**src/rtl/voice_player.sv**
```systemverilog
// Single-voice note player: phase-accumulator stepping through an external sine ROM, beat-counted note length.
// Optional rest handling (note index 0 plays silence) is enabled with VOICE_PLAYER_REST_EN.
//
// state   | meaning
// IDLE    | no note; sample requests answered with 0
// ACTIVE  | note playing, waiting for a sample request
// FETCH   | phase advanced, sine ROM read in flight
// PRESENT | ROM data valid, captured into sample_out
module voice_player #(
    parameter int PHASE_WIDTH  = 22,
    parameter int ADDR_WIDTH   = 10,
    parameter int SAMPLE_WIDTH = 16
) (
    input  logic                           clk,
    input  logic                           reset,
    input  logic                           play,
    input  logic                           load_new_note,
    input  logic [5:0]                     note,
    input  logic [5:0]                     duration,
    input  logic                           beat,
    input  logic                           generate_next_sample,
    output logic [5:0]                     freq_addr,
    input  logic [PHASE_WIDTH-1:0]         step_size,
    output logic [ADDR_WIDTH-1:0]          sine_addr,
    input  logic signed [SAMPLE_WIDTH-1:0] sample_in,
    output logic signed [SAMPLE_WIDTH-1:0] sample_out,
    output logic                           new_sample_ready,
    output logic                           note_done,
    output logic                           busy
);

    typedef enum logic [1:0] {
        IDLE    = 2'd0,
        ACTIVE  = 2'd1,
        FETCH   = 2'd2,
        PRESENT = 2'd3
    } state_t;

    state_t                 r_state;
    logic [PHASE_WIDTH-1:0] r_phase;
    logic [5:0]             r_remain;

    logic                   w_rest;
    logic                   w_beat_dec;
    logic                   w_end;
    logic [PHASE_WIDTH-1:0] w_phase_next;

`ifdef VOICE_PLAYER_REST_EN
    logic r_rest;

    always_ff @(posedge clk or negedge reset) begin
        if (!reset) begin
            r_rest <= 1'b0;
        end else if (load_new_note) begin
            r_rest <= (note == 6'd0);
        end
    end

    assign w_rest = r_rest;
`else
    assign w_rest = 1'b0;
`endif

    assign sine_addr    = r_phase[PHASE_WIDTH-1 -: ADDR_WIDTH];
    assign w_phase_next = w_rest ? r_phase : r_phase + step_size;
    assign w_beat_dec   = play && beat && (r_state != IDLE);
    // remain==0 outside IDLE only occurs right after a zero-duration load
    assign w_end        = (r_state != IDLE) &&
                          ((r_remain == 6'd0) || (w_beat_dec && (r_remain == 6'd1)));

    always_ff @(posedge clk or negedge reset) begin
        if (!reset) begin
            r_state          <= IDLE;
            r_phase          <= '0;
            r_remain         <= '0;
            freq_addr        <= '0;
            sample_out       <= '0;
            new_sample_ready <= 1'b0;
            note_done        <= 1'b0;
            busy             <= 1'b0;
        end else begin
            new_sample_ready <= 1'b0;
            note_done        <= 1'b0;
            if (load_new_note) begin
                freq_addr <= note;
                r_remain  <= duration;
                r_phase   <= '0;
                r_state   <= ACTIVE;
                busy      <= 1'b1;
            end else if (w_end) begin
                // any sample still in FETCH/PRESENT is dropped here
                r_remain   <= '0;
                note_done  <= 1'b1;
                sample_out <= '0;
                r_state    <= IDLE;
                busy       <= 1'b0;
            end else begin
                if (w_beat_dec) begin
                    r_remain <= r_remain - 6'd1;
                end
                case (r_state)
                    IDLE: begin
                        if (generate_next_sample) begin
                            sample_out       <= '0;
                            new_sample_ready <= 1'b1;
                        end
                    end
                    ACTIVE: begin
                        if (generate_next_sample) begin
                            if (play) begin
                                r_phase <= w_phase_next;
                                r_state <= FETCH;
                            end else begin
                                sample_out       <= '0;
                                new_sample_ready <= 1'b1;
                            end
                        end
                    end
                    FETCH: begin
                        r_state <= PRESENT;
                    end
                    PRESENT: begin
                        sample_out       <= w_rest ? '0 : sample_in;
                        new_sample_ready <= 1'b1;
                        r_state          <= ACTIVE;
                    end
                    default: r_state <= IDLE;
                endcase
            end
        end
    end

endmodule
```
**config.mk**
```make
export PLATFORM = sky130hd
export DESIGN_NAME = voice_player
export DESIGN_NICKNAME = d
export VERILOG_FILES = /design/src/rtl/voice_player.sv
export SDC_FILE = /design/constraint.sdc
export NUM_CORES = 1
export LEC_CHECK = 0
export CAP_MARGIN = 20
export CORE_AREA = 2 2 83 85
export DETAILED_ROUTE_END_ITERATION = 10
export DIE_AREA = 0 0 85 87
export GPL_TIMING_DRIVEN = 0
export PLACE_DENSITY_LB_ADDON = 0.08
export REMOVE_ABC_BUFFERS = 1
export SLEW_MARGIN = 0
export SYNTH_ARGS = -nofsm -noshare
export SYNTH_HDL_FRONTEND = slang
export SYNTH_SLANG_ARGS = --single-unit
```
**constraint.sdc**
```tcl
create_clock -name clk -period 7.2 [get_ports clk]
set_input_delay 1.44 -clock clk [delete_from_list [all_inputs] [get_ports clk]]
set_output_delay 1.44 -clock clk [all_outputs]
set_load 0.05 [all_outputs]
```
; Word-level counts from Yosys, hierarchy flattened
; Cells that the tools add are included.
[classes]
add_sub_neg = 2
n_eq_ne = 10
n_mux = 28
bitwise = 1
n_reduce_logical = 18
[ops]
columns = cell, count
row1 = $mux 22, 5
row2 = $mux 16, 4
row3 = $pmux 16 s3, 1
row4 = $add 22x22->22, 1
row5 = $mux 6, 3
row6 = $reduce_bool 2->1, 5
row7 = $mux 1, 9
row8 = $ne 3x3->1 const B, 3
row9 = $mux 2, 4
row10 = $ne 4x4->1 const B, 2
row11 = $eq 6x1->1 const B, 1
row12 = $logic_not 6->1, 1
row13 = $pmux 2 s3, 1
row14 = $sub 6x1->6 const B, 1
row15 = $reduce_and 5->1, 1
row16 = $reduce_bool 5->1, 1
row17 = $eq 2x2->1 const B, 2
row18 = $logic_and 1x1->1, 4
row19 = $reduce_and 4->1, 1
row20 = $reduce_bool 4->1, 1
row21 = $pmux 1 s3, 1
row22 = $reduce_and 3->1, 1
row23 = $reduce_bool 3->1, 1
row24 = $eq 2x1->1 const B, 1
row25 = other kinds (4), 4
[word_totals]
reg_bits = 55
input_bits = 56
out_inout_bits = 35

; Logic depth before layout (Yosys ltp)
[logic_depth]
depth_word = 7
mapped_depth = 10
mapped_depth_nobuf = 10

; Worst setup path after synthesis
; No wires, ideal clock.
[synth_timing]
path_kind = input to register
startpoint = input step_size[18]
endpoint = register r_phase[21]
setup_ns = 0.125
arrival_ns = 3.277
slack_ns = 3.798
stages = 8
path_buffers = 0
cell_sequence = ha_1 a21o_1 a221oi_2 o21ai_1 a221o_1 o21a_1 nor3_2 mux2_4
[synth_via]
elab_chain_len = 6
[synth_lines]
columns = item, line_no
row1 = from (decl), 23  ; input logic [PHASE_WIDTH-1:0] step_size,
row2 = $add 22x22->22, 65  ; assign w_phase_next = w_rest ? r_phase : r_phase + step_size;
row3 = $mux 22, 110  ; if (play) begin
row4 = $mux 22, 109  ; if (generate_next_sample) begin
row5 = $mux 22, 101  ; case (r_state)
row6 = $mux 22, 90  ; end else if (w_end) begin
row7 = $mux 22, 84  ; if (load_new_note) begin
row8 = to (signal assigned), 111  ; r_phase <= w_phase_next;
row9 = to (decl), 40  ; logic [PHASE_WIDTH-1:0] r_phase;
; No other way between the ends. The select of a mux whose other input is x is not followed.
; A chain may end at the register's enable or synchronous reset.

; Worst setup path after layout
[layout_timing]
startpoint = input step_size[19]
endpoint = register r_phase[21]
; The elaborated chain is that of the path after synthesis.

==> flow_summary.yaml <==
yosys:
  seq_area_frac_synth_pct: 40.8
  synthCells: 357
  synth_top_area_share_pct: 40.8
  yosys.area.top_type: "dfrtp_1"
  synth_area_um2: 3380
  synth-edff-count: 0
  synth.distinct_cells: 50
  synth-async-reset-ratio_pct: 100
  synth.yosys.warnings: 0
  synthFlopType: "dfrtp_1"
  ys_seq_elements: 55
  synth_area_leaders: "dfrtp_1 41%, ha_1 8.5%, nand2_1 5.8%"
  avgSynthCellArea_um2: 9.46
  synth_common_cells: "55 x dfrtp_1, 52 x nand2_1, 32 x a21oi_1"
  yosys.cell_count.top_type: "dfrtp_1"
pwr:
  power_frac_clock_pct: 19.6
  peakVddDrop_mv: 0.117
  power.total_uw: 905
  p_sw_share_pct: 37.6
  switchingPower_uw: 340
  pwr-share-comb_pct: 39.2
  intPower_uw: 565
  p_leak_uw: 0.00197
  power_density_nw_per_um2: 207
  p_seq_share_pct: 41.2
floorplan:
  core_area_um2: 6570
  die_area_um2: 7400
  start_util_pct: 51.4
  die_width_um: 85
  io_pins: 91
  die_h_um: 87
  rows: 30
cts:
  h-tree-depth: 2
  cts_root_buf: "clkbuf_8"
  cts_made_buffers: 5
  cts_tree: "built"
  postCtsHoldBufs: 0
  clockBufferDepth: 2
  worst_skew_pair.late_latency_ns: 0.31
  cts_resized: 0
  clk_pin_slew_ns: 0.11
  post-cts-setup-buffer-count: 0
  clock_sinks: 55
sta:
  worst_slack_ns: 3.61
  final-setup-viol-count: 0
  worst_slew_pin_slew_ns: 0.915
  final_hold_viol_count: 0
  relSlewSlack_pct: 38.8
  fin_worst_skew_ns: 0.0150
  report.final.slew_viol_count: 0
  finalCritPeriodShare_pct: 49.9
  rsz0062_at_grt: "no"
  max_freq_ghz: 0.278
  min_period_ns: 3.59
  tns_ns: 0
global_route:
  gr-usage-met3_pct: 3.22
  grt_use_met2_pct: 31.6
  grt_pass1_wl_um: 12100
  gr-usage-all-layers_pct: 19.9
  grtUsageMet1_pct: 28.0
  grt_overflow: 0
  busiest_layer: "met2"
  grt_max_degree: 30
  antenna_found_initial: 0
  grt_pass1_vias: 2698
critical_path:
  startpoint_type: "primary input"
  cpPeakStageDelay_ns: 0.42
  critPathLaunch: "step_size[19]"
  r2r_start: "r_phase[18]"
  crit_slowest_cell: "clkdlybuf4s50_1"
  crit_path_max_fanout: 5
  required_ns: 7.41
  crit_type: "in2reg"
  cp_cell_sequence: "clkdlybuf4s50_1, ha_1, and3_1, a221oi_2, o21ai_1, a221o_1, o21a_1, nor3_2, mux2_4"
  worstSetupEndpointType: "flop"
  arrival_ns: 3.80
placed_design:
  post-place-ws_ns: 3.26
  gp_congestion: 0.847
  io_buffers: 90
  dpl.hpwl_um: 5310
run:
  drv_cap: 0
route:
  routed_wl_um: 7150
  vias_per_cell: 5.50
  wl_per_cell_um: 14.0
  num_vias: 2818
  drtIter0Drc: 107
  postRouteAntennaNets: 0
  route.detailed.drc: 0
  dr.pass1.iters: 4
final_layout:
  drive_above_1_share_pct: 6.48
  nNetsFinal: 511
  n_fill_cell: 556
  syn_to_final_growth_pct: 29.6
  antenna-diode-count: 0
min_path:
  hold_path.class: "reg2reg"
  hp-start: "sample_out[4]"
run_status:
  status: "finished clean"
==> final timing paths <==
kind                                      end  slack [ns]  cells after the start
worst max-delay path              r_phase[21]        3.61                      9
worst min-delay path            sample_out[4]        0.49                      2
worst max register to register    r_phase[21]        4.74                      8
worst min register to register  sample_out[4]        0.49                      2
max in group asynchronous         r_remain[4]        5.48                      2
min in group asynchronous         r_phase[13]        1.14                      1
==> power groups by stage <==
stage	clock (uW)	combinational (uW)	sequential (uW)
floorplan	0	167	442
global placement	0	344	376
CTS	190	356	373
detailed placement	0	355	378
global route	197	387	378
finish	178	354	373
==> cell families (layout without fill, tap and decap cells) <==
group,after synthesis,count (layout),synth area share [%]
AO/OA/AOI/OAI,121,121,24.0
XOR/XNOR,20,20,5.19
adder cells (fa/ha/maj),24,24,9.11
buffers and inverters,32,107,4.89
flip-flops,55,55,40.8
multiplexers,7,7,2.45
AND/OR/NAND/NOR,98,98,13.6
==> area by class of cell <==
type / instances / area [um2] / share of cell area (%)
clock buffer: 5 / 68.8 / 1.57
clock inverter: 3 / 22.5 / 0.514
inverter: 6 / 22.5 / 0.514
multi-input combinational: 270 / 1840 / 42.1
sequential: 55 / 1380 / 31.4
tap: 80 / 100 / 2.29
timing repair buffer: 93 / 946 / 21.6
==> routing by layer <==
layer | vias to the layer above | share of wire [%]
li1 | 1423 | -
met1 | 1310 | 48
met2 | 78 | 45
met3 | 7 | 5.7
met4 | 0 | 1.2
met5 | - | 0
==> registers in the layout (all words and copies together) (netlist names) <==
signal,cells
busy,1
freq_addr,6
new_sample_ready,1
note_done,1
r_phase,22
r_remain,6
r_state,2
sample_out,16
==> through the flow <==
step / hold WS (ns) / util, % / cells / cell area (um2)
floorplan: 0.470 / - / 331 / 3230
global placement: 0.460 / 64.5 / 501 / 4240
detailed placement: 0.476 / 65.3 / 504 / 4290
CTS: 0.503 / 66.6 / 512 / 4380
global route: 0.521 / 66.6 / 512 / 4380
finish: 0.493 / 66.6 / 512 / 4380
==> placed cells by master (no fill, tap or decap), types with 8 or more instances in the layout <==
master,instances
dfrtp_1,55
nor2_1,13
a21oi_1,32
clkdlybuf4s50_1,89
xnor2_1,12
a21o_1,12
ha_1,23
xor2_1,8
nand2_1,52
o21ai_1,19
a22o_1,21
==> worst max-delay path, delay by kind of cell <==
family	cells	cell delay, ns
AO/OA/AOI/OAI	4	0.90
adder cells (fa/ha/maj)	1	0.36
buffers and inverters	1	0.42
multiplexers	1	0.31
AND/OR/NAND/NOR	2	0.39
No activity file was read; power rests on OpenSTA's default activity.
